$ cat src/rtl/rom_read_arbiter.sv
// rom_read_arbiter
//   Shares one combinational instruction-ROM read port between two requesters.
//   Port 0 (instruction fetch) has priority and issues single-word reads.
//   Port 1 (debug / boot copy) issues bursts of 1..64 words. A starvation
//   counter forces port 1 to win after STARVE_LIMIT consecutive denied cycles.
//   One ROM read is issued per cycle; the data comes back registered one cycle
//   later on the port that issued it.
//
// Ports
//   clk, reset             : clock (rising edge), asynchronous active-high reset
//   p0_req/p0_addr         : fetch request and byte address (held until p0_gnt)
//   p0_gnt                 : fetch read issued to the ROM this cycle
//   p0_rvalid/rdata/err    : fetch response, one cycle after p0_gnt
//   p1_req/p1_addr/p1_len  : burst request, base byte address, length-1
//                            (sampled only while idle)
//   p1_gnt                 : first beat of a burst issued this cycle
//   p1_busy                : burst in progress after its first beat
//   p1_rvalid/rdata/err/last : burst beat response, one cycle after issue
//   rom_addr/rom_data      : ROM address out, combinational ROM data in
module rom_read_arbiter #(
  parameter int ROM_SIZE     = 32,
  parameter int STARVE_LIMIT = 4
) (
  input  logic        clk,
  input  logic        reset,
  input  logic        p0_req,
  input  logic [30:0] p0_addr,
  output logic        p0_gnt,
  output logic        p0_rvalid,
  output logic [31:0] p0_rdata,
  output logic        p0_err,
  input  logic        p1_req,
  input  logic [30:0] p1_addr,
  input  logic [5:0]  p1_len,
  output logic        p1_gnt,
  output logic        p1_busy,
  output logic        p1_rvalid,
  output logic [31:0] p1_rdata,
  output logic        p1_err,
  output logic        p1_last,
  output logic [30:0] rom_addr,
  input  logic [31:0] rom_data
);

  localparam logic [3:0]  LIMIT     = 4'(STARVE_LIMIT);
  localparam logic [31:0] ROM_WORDS = 32'(ROM_SIZE);

  typedef enum logic {IDLE, BURST} state_t;

  state_t      state_q, state_d;
  logic [30:0] burst_addr_q, burst_addr_d;   // address of the next burst beat
  logic [5:0]  remaining_q, remaining_d;     // beats still to issue in BURST
  logic [3:0]  starve_q, starve_d;
  logic        p0_rvalid_q, p0_rvalid_d;
  logic [31:0] p0_rdata_q, p0_rdata_d;
  logic        p0_err_q, p0_err_d;
  logic        p1_rvalid_q, p1_rvalid_d;
  logic [31:0] p1_rdata_q, p1_rdata_d;
  logic        p1_err_q, p1_err_d;
  logic        p1_last_q, p1_last_d;

  logic        p1_act, p1_win, p0_win, issue_last, oob;
  logic [31:0] rdata_masked;

  always_comb begin
    p1_act = (state_q == BURST) | ((state_q == IDLE) & p1_req);
    p1_win = p1_act & (~p0_req | (starve_q == LIMIT));
    p0_win = p0_req & ~p1_win;

    // Beat being issued by port 1 is the final one of its burst
    issue_last = (state_q == IDLE) ? (p1_len == 6'd0) : (remaining_q == 6'd1);

    if (p0_win)                 rom_addr = p0_addr;
    else if (p1_win && state_q == IDLE) rom_addr = p1_addr;
    else if (p1_win)            rom_addr = burst_addr_q;
    else                        rom_addr = 31'd0;

    oob          = ({3'b000, rom_addr[30:2]} >= ROM_WORDS);
    rdata_masked = oob ? 32'd0 : rom_data;

    state_d      = state_q;
    burst_addr_d = burst_addr_q;
    remaining_d  = remaining_q;
    if (p1_win) begin
      if (state_q == IDLE) begin
        if (p1_len != 6'd0) begin
          state_d      = BURST;
          burst_addr_d = p1_addr + 31'd4;
          remaining_d  = p1_len;
        end
      end else begin
        burst_addr_d = burst_addr_q + 31'd4;   // wraps mod 2^31
        remaining_d  = remaining_q - 6'd1;
        if (remaining_q == 6'd1) state_d = IDLE;
      end
    end

    // Count only cycles where port 1 wanted the ROM and fetch took it
    if (p1_act && p0_win) starve_d = (starve_q == LIMIT) ? starve_q : starve_q + 4'd1;
    else                  starve_d = 4'd0;

    p0_rvalid_d = p0_win;
    p0_rdata_d  = p0_win ? rdata_masked : p0_rdata_q;
    p0_err_d    = p0_win ? oob : p0_err_q;
    p1_rvalid_d = p1_win;
    p1_rdata_d  = p1_win ? rdata_masked : p1_rdata_q;
    p1_err_d    = p1_win ? oob : p1_err_q;
    p1_last_d   = p1_win & issue_last;
  end

  always_ff @(posedge clk or posedge reset) begin
    if (reset) begin
      state_q      <= IDLE;
      burst_addr_q <= '0;
      remaining_q  <= '0;
      starve_q     <= '0;
      p0_rvalid_q  <= 1'b0;
      p0_rdata_q   <= '0;
      p0_err_q     <= 1'b0;
      p1_rvalid_q  <= 1'b0;
      p1_rdata_q   <= '0;
      p1_err_q     <= 1'b0;
      p1_last_q    <= 1'b0;
    end else begin
      state_q      <= state_d;
      burst_addr_q <= burst_addr_d;
      remaining_q  <= remaining_d;
      starve_q     <= starve_d;
      p0_rvalid_q  <= p0_rvalid_d;
      p0_rdata_q   <= p0_rdata_d;
      p0_err_q     <= p0_err_d;
      p1_rvalid_q  <= p1_rvalid_d;
      p1_rdata_q   <= p1_rdata_d;
      p1_err_q     <= p1_err_d;
      p1_last_q    <= p1_last_d;
    end
  end

  assign p0_gnt    = p0_win;
  assign p1_gnt    = p1_win & (state_q == IDLE);
  assign p1_busy   = (state_q == BURST);
  assign p0_rvalid = p0_rvalid_q;
  assign p0_rdata  = p0_rdata_q;
  assign p0_err    = p0_err_q;
  assign p1_rvalid = p1_rvalid_q;
  assign p1_rdata  = p1_rdata_q;
  assign p1_err    = p1_err_q;
  assign p1_last   = p1_last_q;

  // A limit of 0 would never let fetch in; above 15 overflows the counter
  always @(posedge clk) begin
    assert (STARVE_LIMIT >= 1 && STARVE_LIMIT <= 15)
      else $error("rom_read_arbiter: STARVE_LIMIT %0d outside 1..15", STARVE_LIMIT);
  end

endmodule
$ cat config.mk
export PLATFORM = sky130hd
export DESIGN_NAME = rom_read_arbiter
export DESIGN_NICKNAME = d
export VERILOG_FILES = /design/src/rtl/rom_read_arbiter.sv
export SDC_FILE = /design/constraint.sdc
export NUM_CORES = 1
export LEC_CHECK = 0
export BUFFER_PORTS_ARGS = -buffer_cell sky130_fd_sc_hd__buf_4
export CORE_MARGIN = 2
export CORE_UTILIZATION = 35
export DETAILED_ROUTE_END_ITERATION = 10
export PLACE_DENSITY = 0.66
export SYNTH_ARGS = -nofsm -noshare
export SYNTH_HDL_FRONTEND = slang
export SYNTH_SLANG_ARGS = --single-unit
export TNS_END_PERCENT = 1
$ cat constraint.sdc
create_clock -name clk -period 4.28 [get_ports clk]
set_input_delay 0.428 -clock clk [delete_from_list [all_inputs] [get_ports clk]]
set_output_delay 0.428 -clock clk [all_outputs]
set_load 0.005 [all_outputs]
==> impl_table.tex, run 1 <==
\begin{tabular}{lr}
\hline
Metric & Value \\
\hline
\multicolumn{2}{l}{\textbf{Floorplan}} \\
\quad Starting Density & a little over a third \\
\quad Horizontal die dimension & between 100 and 150 um \\
\quad Placeable core region & about 0.018 sq mm \\
\quad I/O Pins & 207 \\
\quad Row count & 49 \\
\quad Die outline area & just under 0.02 sq mm \\
\quad Die Y & about 140 um \\
\multicolumn{2}{l}{\textbf{STA}} \\
\quad Highest clock rate & between 300 and 400 MHz \\
\quad Max-slew violation count & 0 \\
\quad Worst relative slew slack & 49.2\% \\
\quad Final-layout setup total negative slack & 0 ns \\
\quad Final number of hold-violating endpoints & 0 \\
\quad Clock period minus worst slack & 3.31 ns \\
\quad Final setup viols & 0 \\
\quad Clock skew after layout & roughly 0.011 ns \\
\quad Slew at the pin with the worst max-slew slack & approximately 0.76 ns \\
\quad Final Cycle Share & between 70 and 80\% \\
\quad Unrepaired setup endpoints after global routing & false \\
\multicolumn{2}{l}{\textbf{Pwr}} \\
\quad Leakage power & between 3 and 4 nW \\
\quad Switching component of the power & 1.27 mW \\
\quad Worst voltage drop across the vdd grid & 0.000240 V \\
\quad Part of the total power dissipated in sequential elements & between 40\% and 50\% \\
\quad Internal power contribution & 2.08 mW \\
\quad Combinational group share of total power & 30.7\% \\
\quad Fraction of power consumed by the clock network & 25.6\% \\
\quad Post-layout power & approximately 3.3 mW \\
\quad Power per cell area & $\sim$400 mW/mm\^{}2 \\
\quad Fraction of power spent switching nets & a little under two fifths \\
\multicolumn{2}{l}{\textbf{GRT}} \\
\quad Layer with the highest usage & met2 \\
\quad Residual overflow from global routing & 0 \\
\quad Global-route wire length before repair & between 30000 and 40000 um \\
\quad Vias in the first global route & 6078 \\
\quad Largest net degree at the start of global routing & 77 \\
\quad Number of antenna violations at the first check in global routing & 0 \\
\quad Global-route usage over all layers & between 20\% and 30\% \\
\quad Met1 Track Usage GR & between 30\% and 40\% \\
\quad Grt met2 use & between 30 and 40\% \\
\quad GR met3 Demand/Resource & 2.87\% \\
\multicolumn{2}{l}{\textbf{Place}} \\
\quad Post-DP Area & 0.00813 sq mm \\
\quad Final estimated routing congestion in global placement & approximately 0.9 \\
\quad Count of buffers inserted at the top-level ports & roughly 210 \\
\quad Final HPWL from detailed placement & 15700 um \\
\multicolumn{2}{l}{\textbf{Setup path}} \\
\quad Slack of the worst reg-to-reg path & around 0.98 ns \\
\quad Data arrival time of the critical path & about 2.9 ns \\
\quad Reg-to-reg critical path endpoint & burst\_addr\_q[25]\$\_DFFE\_PP0P\_ \\
\quad Worst reg2reg path startpoint & p1\_busy\$\_DFFE\_PP0N\_ \\
\quad Critical Path Fanout Max & between 70 and 80 \\
\quad Worst endpoint required time & between 3 and 4 ns \\
\quad Type of origin of the critical path & flip-flop \\
\quad Type of element capturing the critical path & output port \\
\quad R2R depth & 6 \\
\quad Worst Path Class, Setup & reg -> out \\
\multicolumn{2}{l}{\textbf{Synthesis}} \\
\quad Yosys warning count & 0 \\
\quad Synth top area cells & dfrtp\_1 44\%, a22o\_1 9.3\%, o21ai\_0 4.5\%, mux2i\_1 4.1\%, a21oi\_1 3.9\% \\
\quad Leading cell type by number of instances after synthesis & dfrtp\_1 \\
\quad Post-synth cell types & 67 \\
\quad Post-synthesis async set-or-reset flop share & between 90\% and 100\% \\
\quad Cell count after synthesis & between 600 and 700 \\
\quad Number of enable-type register cells in the synthesized netlist & 0 \\
\quad Synth cell count leaders & 111 x dfrtp\_1, 68 x a22o\_1, 58 x o21ai\_0 \\
\quad Post-synthesis instance area & roughly 0.0064 sq mm \\
\quad Seq/Total Area, Yosys & between 40 and 50\% \\
\quad Average cell area after synthesis & around 9.4 sq um \\
\quad Syn Nets & between 700 and 800 \\
\quad Total of flip-flops plus latches after synthesis & between 100 and 150 \\
\quad Most used flip-flop cell after synthesis & dfrtp\_1 \\
\quad Top cell type's share of synthesized area & between 40 and 50\% \\
\quad Cell type with the largest total area after synthesis & dfrtp\_1 \\
\multicolumn{2}{l}{\textbf{Drt}} \\
\quad Final routed wirelength across all metal layers & between 20000 and 25000 um \\
\quad Total DRC errors in the routed layout & 0 \\
\quad Initial drt markers & 373 \\
\quad Vias & approximately 6200 \\
\quad Routed via count divided by cell count & 5.68 \\
\quad Number of iterations in the first detailed-routing pass & 6 \\
\quad Number of nets still failing antenna checks after routing & 0 \\
\quad Per-cell routed wire length & roughly 20 um \\
\multicolumn{2}{l}{\textbf{Layout}} \\
\quad Number of fill cells & $\sim$1800 \\
\quad Signed area change from the synthesized netlist to the final layout & 31.9\% \\
\quad Antenna fix cells & 0 \\
\quad Final non-filler cell area & about 0.0084 sq mm \\
\quad Proportion of layout cells with a drive suffix above 1 & between 20\% and 30\% \\
\quad Finished Core Util & 47.1\% \\
\quad Net total in the final layout & about 970 \\
\multicolumn{2}{l}{\textbf{CTS}} \\
\quad Maximum count of clock buffers along a single path & 2 \\
\quad TritonCTS clock tree & yes \\
\quad Register clock-pin slew on the reported worst setup and hold paths & approximately 0.08 ns \\
\quad Num Clock Sinks & 111 \\
\quad CTS Hold Buffers Added & 0 \\
\quad Postcts setup bufs & 0 \\
\quad Number of buffers created by CTS & 9 \\
\quad Root buffer cell & clkbuf\_16 \\
\quad Number of gates given a new drive strength after cts & 0 \\
\quad Clock latency on the worst-skew pair & about 0.36 ns \\
\quad Htree depth & 3 \\
\multicolumn{2}{l}{\textbf{Worst hold path}} \\
\quad Path category of the worst min-delay check & in -> async \\
\multicolumn{2}{l}{\textbf{Status}} \\
\quad Outcome & finished clean \\
\multicolumn{2}{l}{\textbf{Flow run}} \\
\quad Max-cap violation count & 0 \\
\hline
\end{tabular}
## cell usage in the layout (no fill, tap or decap), drive strengths merged, types with 5 or more instances in the layout
cell type    n
a21oi       50
dfrtp      111
a31oi       10
nand4        8
nand3       42
nor2b       17
buf        217
ha           5
nand2       50
inv         16
o31ai        6
clkbuf      10
or2          5
nand4b       6
mux2i       26
nor2        37
nor3        12
nor4        18
a211oi       7
o21ai       59
a22o        68
nand2b       6
## critical path, stage by stage, from the launching register on
cell and delay, ns:
dfrtp_4 0.93, or2_2 0.28, o21ai_4 0.20, nand2_1 0.17, buf_4 0.37, inv_1 0.18
a22o_1 0.26, buf_4 0.13
## layout make-up
cell class,instances,area (sq um),area share (%)
clock inverters,6,63.8,0.757
repair buffers,217,1630,19.3
well taps,229,287,3.40
inverters,14,55.1,0.653
flip-flops and latches,111,2780,33.0
clock buffers,10,229,2.72
multi-input cells,506,3380,40.1
## power groups by stage
stage | Combinational (mW) | Clock (mW) | Sequential (mW)
after floorplan | 0.690 | 0 | 1.36
after global placement | 1.01 | 0 | 1.47
after detailed placement | 1.02 | 0 | 1.47
after CTS | 1.03 | 0.866 | 1.45
after global routing | 1.15 | 0.901 | 1.48
final | 1.03 | 0.857 | 1.46
## sequential cells by signal, summed over array words and instances (netlist names)
name	cells
p1_rdata	32
p0_rvalid	1
burst_addr_q	31
p1_rvalid	1
starve_q	4
p1_last	1
p1_busy	1
remaining_q	6
p0_err	1
p0_rdata	32
p1_err	1
## metrics by stage
stage	setup slack, ns	hold WS, ns	std cells
2_1_floorplan	0.897	0.447	679
3_3_place_gp	1.16	0.454	1077
3_5_place_dp	1.08	0.464	1077
4_1_cts	0.962	0.0806	1093
5_1_grt	0.745	0.0951	1093
6_report	0.965	0.0684	1093
## kinds of logic after synthesis
group	count (synthesis)	share of synthesized area, %
fa+ha+maj	5	0.980
mux	30	4.78
xor+xnor	6	0.823
simple gates	228	20.0
flops	111	43.5
buf+inv	62	4.06
compound gates	237	25.8
## how the worst max path moves through the flow
| stage | from | endpoint | depth (start not counted) |
|---|---|---|---|
| after detailed placement | p1_busy$_DFFE_PP0N_ | burst_addr_q[25]$_DFFE_PP0P_ | 6 |
| after global routing | p1_busy$_DFFE_PP0N_ | burst_addr_q[25]$_DFFE_PP0P_ | 6 |
| final | p1_busy$_DFFE_PP0N_ | rom_addr[0] | 7 |
| after global placement | p1_busy$_DFFE_PP0N_ | burst_addr_q[25]$_DFFE_PP0P_ | 6 |
| after floorplan | p1_busy$_DFFE_PP0N_ | burst_addr_q[30]$_DFFE_PP0P_ | 14 |
| after CTS | p1_busy$_DFFE_PP0N_ | rom_addr[0] | 7 |
## routing by layer
metal  part of all wire [%]  wire, um
met2                     47     10400
met5                      0         0
met1                     45      9820
met4                    2.6       577
met3                    4.8      1050
No activity file was read; power rests on OpenSTA's default activity.
==> run 2: changes to the inputs <==
Settings changed: ABC_AREA from default to 1, PLACE_DENSITY 0.66 to 0.68.
Clock period 4.28 ns to 2.72 ns, I/O delays scaled along.
==> impl_table.tex, run 2 <==
\begin{tabular}{lr}
\hline
Metric & Value \\
\hline
\multicolumn{2}{l}{\textbf{Status}} \\
\quad Outcome & finished clean \\
\multicolumn{2}{l}{\textbf{Drt}} \\
\quad Per-cell routed wire length & between 15 and 20 um \\
\quad Final routed wirelength across all metal layers & approximately 20000 um \\
\quad Vias & 6517 \\
\quad Initial drt markers & 380 \\
\quad Routed length on met1 & about 9200 um \\
\quad Number of iterations in the first detailed-routing pass & 5 \\
\quad Total DRC errors in the routed layout & 0 \\
\quad Met3 wire len & between 900 and 1000 um \\
\quad Wire length on met2 & approximately 9700 um \\
\quad Routed via count divided by cell count & approximately 4.9 \\
\quad Highest layer used for signal routing & met4 \\
\quad Number of nets still failing antenna checks after routing & 0 \\
\multicolumn{2}{l}{\textbf{CTS}} \\
\quad Htree depth & 3 \\
\quad Num Clock Sinks & 111 \\
\quad Number of buffers created by CTS & 9 \\
\quad Clock latency on the worst-skew pair & 0.36 ns \\
\quad Register clock-pin slew on the reported worst setup and hold paths & approximately 0.080 ns \\
\quad TritonCTS clock tree & yes \\
\quad Root buffer cell & clkbuf\_16 \\
\quad Maximum count of clock buffers along a single path & 2 \\
\quad CTS Hold Buffers Added & 0 \\
\multicolumn{2}{l}{\textbf{Synthesis}} \\
\quad Leading cell type by number of instances after synthesis & nand2\_1 \\
\quad Number of enable-type register cells in the synthesized netlist & 0 \\
\quad Synth top area cells & dfrtp\_1 43\%, nand2\_1 18\%, nand4\_1 7.0\%, inv\_1 6.0\%, nor2\_1 4.4\% \\
\quad Most used flip-flop cell after synthesis & dfrtp\_1 \\
\quad Post-synthesis async set-or-reset flop share & between 90\% and 100\% \\
\quad Synth cell count leaders & 310 x nand2\_1, 111 x dfrtp\_1, 103 x inv\_1 \\
\quad Syn Nets & 1003 \\
\quad Top cell type's share of synthesized area & 43.3\% \\
\quad Post-synth cell types & 35 \\
\quad Yosys warning count & 0 \\
\quad Cell type with the largest total area after synthesis & dfrtp\_1 \\
\quad Average cell area after synthesis & 7.18 sq um \\
\quad Total of flip-flops plus latches after synthesis & about 110 \\
\quad Post-synthesis instance area & about 0.0064 sq mm \\
\quad Cell count after synthesis & slightly below 900 \\
\quad Seq/Total Area, Yosys & 43.3\% \\
\multicolumn{2}{l}{\textbf{Pwr}} \\
\quad Combinational group share of total power & 40.1\% \\
\quad Leakage power & roughly 4.7 nW \\
\quad Part of the total power dissipated in sequential elements & about a third \\
\quad Power per cell area & about 690 mW/mm\^{}2 \\
\quad Fraction of power spent switching nets & roughly two fifths \\
\quad Internal power contribution & between 3 and 4 mW \\
\quad Switching component of the power & 2.26 mW \\
\quad Worst voltage drop across the vdd grid & about 0.00036 V \\
\quad Fraction of power consumed by the clock network & between 20 and 30\% \\
\multicolumn{2}{l}{\textbf{Layout}} \\
\quad Final non-filler cell area & $\sim$0.0086 sq mm \\
\quad Proportion of layout cells with a drive suffix above 1 & between 20\% and 30\% \\
\quad Net total in the final layout & between 1000 and 1500 \\
\quad Leading cell type in the layout, fill and taps excluded & nand2\_1 \\
\quad Antenna fix cells & 0 \\
\quad Finished Core Util & between 40\% and 50\% \\
\quad Signed area change from the synthesized netlist to the final layout & 34.0\% \\
\quad Most used cells in the layout excluding fill and tap cells & 310 x nand2\_1, 223 x buf\_4, 110 x dfrtp\_1 \\
\multicolumn{2}{l}{\textbf{Setup path}} \\
\quad Type of origin of the critical path & flip-flop \\
\quad Cells along the critical path & inv\_1 > ha\_1 > nand3\_2 > nand2\_1 > nand2\_2 > buf\_4 > nor2\_1 > nand2\_1 > o311ai\_0 > buf\_4 \\
\quad Worst-path cell with the longest stage delay & dfrtp\_1 \\
\quad Type of element capturing the critical path & output port \\
\quad Worst Path Class, Setup & reg -> out \\
\quad Crit path from & starve\_q[0]\$\_DFFE\_PP0P\_ \\
\quad Data arrival time of the critical path & roughly 2.3 ns \\
\quad Worst reg2reg path startpoint & p1\_busy\$\_DFFE\_PP0N\_ \\
\quad Largest incremental delay on the critical path & between 0.4 and 0.5 ns \\
\quad Worst endpoint required time & 2.45 ns \\
\quad Critical Path Fanout Max & 14 \\
\multicolumn{2}{l}{\textbf{STA}} \\
\quad Final Cycle Share & approximately 93\% \\
\quad Worst relative slew slack & 52.2\% \\
\quad Highest clock rate & slightly below 400 MHz \\
\quad Clock period minus worst slack & around 2.5 ns \\
\quad Unrepaired setup endpoints after global routing & false \\
\quad Post-route setup slack & between 0.15 and 0.2 ns \\
\quad Clock skew after layout & approximately 0.013 ns \\
\quad Max-slew violation count & 0 \\
\quad Slew at the pin with the worst max-slew slack & approximately 0.7 ns \\
\quad Final setup viols & 0 \\
\quad Hold\_ws & between 0.02 and 0.03 ns \\
\quad Final-layout setup total negative slack & 0 ns \\
\quad Final number of hold-violating endpoints & 0 \\
\multicolumn{2}{l}{\textbf{GRT}} \\
\quad Global-route wire length before repair & 32800 um \\
\quad Number of antenna violations at the first check in global routing & 0 \\
\quad Residual overflow from global routing & 0 \\
\quad Largest net degree at the start of global routing & 47 \\
\quad Vias in the first global route & 6262 \\
\quad Global-route usage over all layers & between 20\% and 30\% \\
\multicolumn{2}{l}{\textbf{Floorplan}} \\
\quad Row count & around 50 \\
\quad Starting Density & 35.7\% \\
\quad Die outline area & between 0.015 and 0.02 sq mm \\
\quad I/O Pins & 207 \\
\quad Horizontal die dimension & about 140 um \\
\quad Placeable core region & 0.0180 sq mm \\
\quad Die Y & $\sim$140 um \\
\multicolumn{2}{l}{\textbf{Place}} \\
\quad Final estimated routing congestion in global placement & roughly 0.9 \\
\quad Post-DP Area & around 0.0083 sq mm \\
\quad Count of buffers inserted at the top-level ports & $\sim$210 \\
\quad Post-Place Worst Slack & between 0.1 and 0.15 ns \\
\quad Final HPWL from detailed placement & 14900 um \\
\multicolumn{2}{l}{\textbf{Worst hold path}} \\
\quad Path category of the worst min-delay check & in -> async \\
\multicolumn{2}{l}{\textbf{Flow run}} \\
\quad Max-cap violation count & 0 \\
\hline
\end{tabular}
-- run 2: final cells by class --
| type | count | area, sq um |
|---|---|---|
| Clock buffer | 9 | 225 |
| Timing Repair Buffer | 230 | 1810 |
| Fill cell | 1827 | 9370 |
| Clock inverter | 7 | 109 |
| Multi-Input combinational cell | 617 | 2940 |
| Sequential cell | 111 | 2780 |
| Tap cell | 229 | 287 |
| Inverter | 118 | 447 |
-- run 2: final timing paths --
| kind | to | slack (ns) | depth (start not counted) |
|---|---|---|---|
| max | rom_addr[0] | 0.18 | 10 |
| min | p0_rdata[29]$_DFFE_PP0P_ | 0.03 | 2 |
| max reg2reg | burst_addr_q[16]$_DFFE_PP0P_ | 0.28 | 11 |
| min reg2reg | burst_addr_q[3]$_DFFE_PP0P_ | 0.48 | 2 |
| max in group asynchronous | remaining_q[1]$_DFFE_PP0P_ | 1.91 | 3 |
| min in group clk | remaining_q[3]$_DFFE_PP0P_ | 0.14 | 3 |
-- run 2: power by group through the flow --
stage | Clock, mW | Combinational [mW] | Sequential [mW]
2_1_floorplan | 0 | 1.54 | 2.04
6_report | 1.50 | 2.37 | 2.03
4_1_cts | 1.54 | 2.38 | 2.03
5_1_grt | 1.61 | 2.69 | 2.06
3_3_place_gp | 0 | 2.34 | 2.05
3_5_place_dp | 0 | 2.37 | 2.06
-- run 2: per-layer routing --
layer	global-route usage [%]	up-vias
li1	-	3226
met3	3.20	25
met2	34.5	203
met4	5.95	0
met5	0	-
met1	28.3	3063
-- run 2: repair_timing --
action	in CTS	in global routing
setup endpoints to repair	0	3
buffers inserted	0	0
gates resized for setup	0	1
-- run 2: stage by stage --
step           power [mW]  std cells
2_1_floorplan        3.57        894
3_3_place_gp         4.39       1305
3_5_place_dp         4.43       1305
4_1_cts              5.95       1321
5_1_grt              6.36       1321
6_report             5.90       1321
-- run 2: logic make-up (layout without fill, tap and decap cells) --
group | count (synthesis) | count (layout) | share of synthesized area [%]
and+or+nand+nor | 512 | 512 | 34.3
AOI/OAI and AO/OA | 78 | 78 | 7.00
adders and majority gates | 5 | 5 | 0.975
buffers and inverters | 166 | 364 | 11.4
DFF | 111 | 111 | 43.3
xor gates and xnor gates | 22 | 22 | 3.00
-- run 2: worst max-delay path: cells and delay by family (launching register included) --
family,cells,cell delay (ns)
DFF,1,0.41
buffers and inverters,3,0.49
AOI/OAI and AO/OA,1,0.12
and+or+nand+nor,5,0.73
adders and majority gates,1,0.15
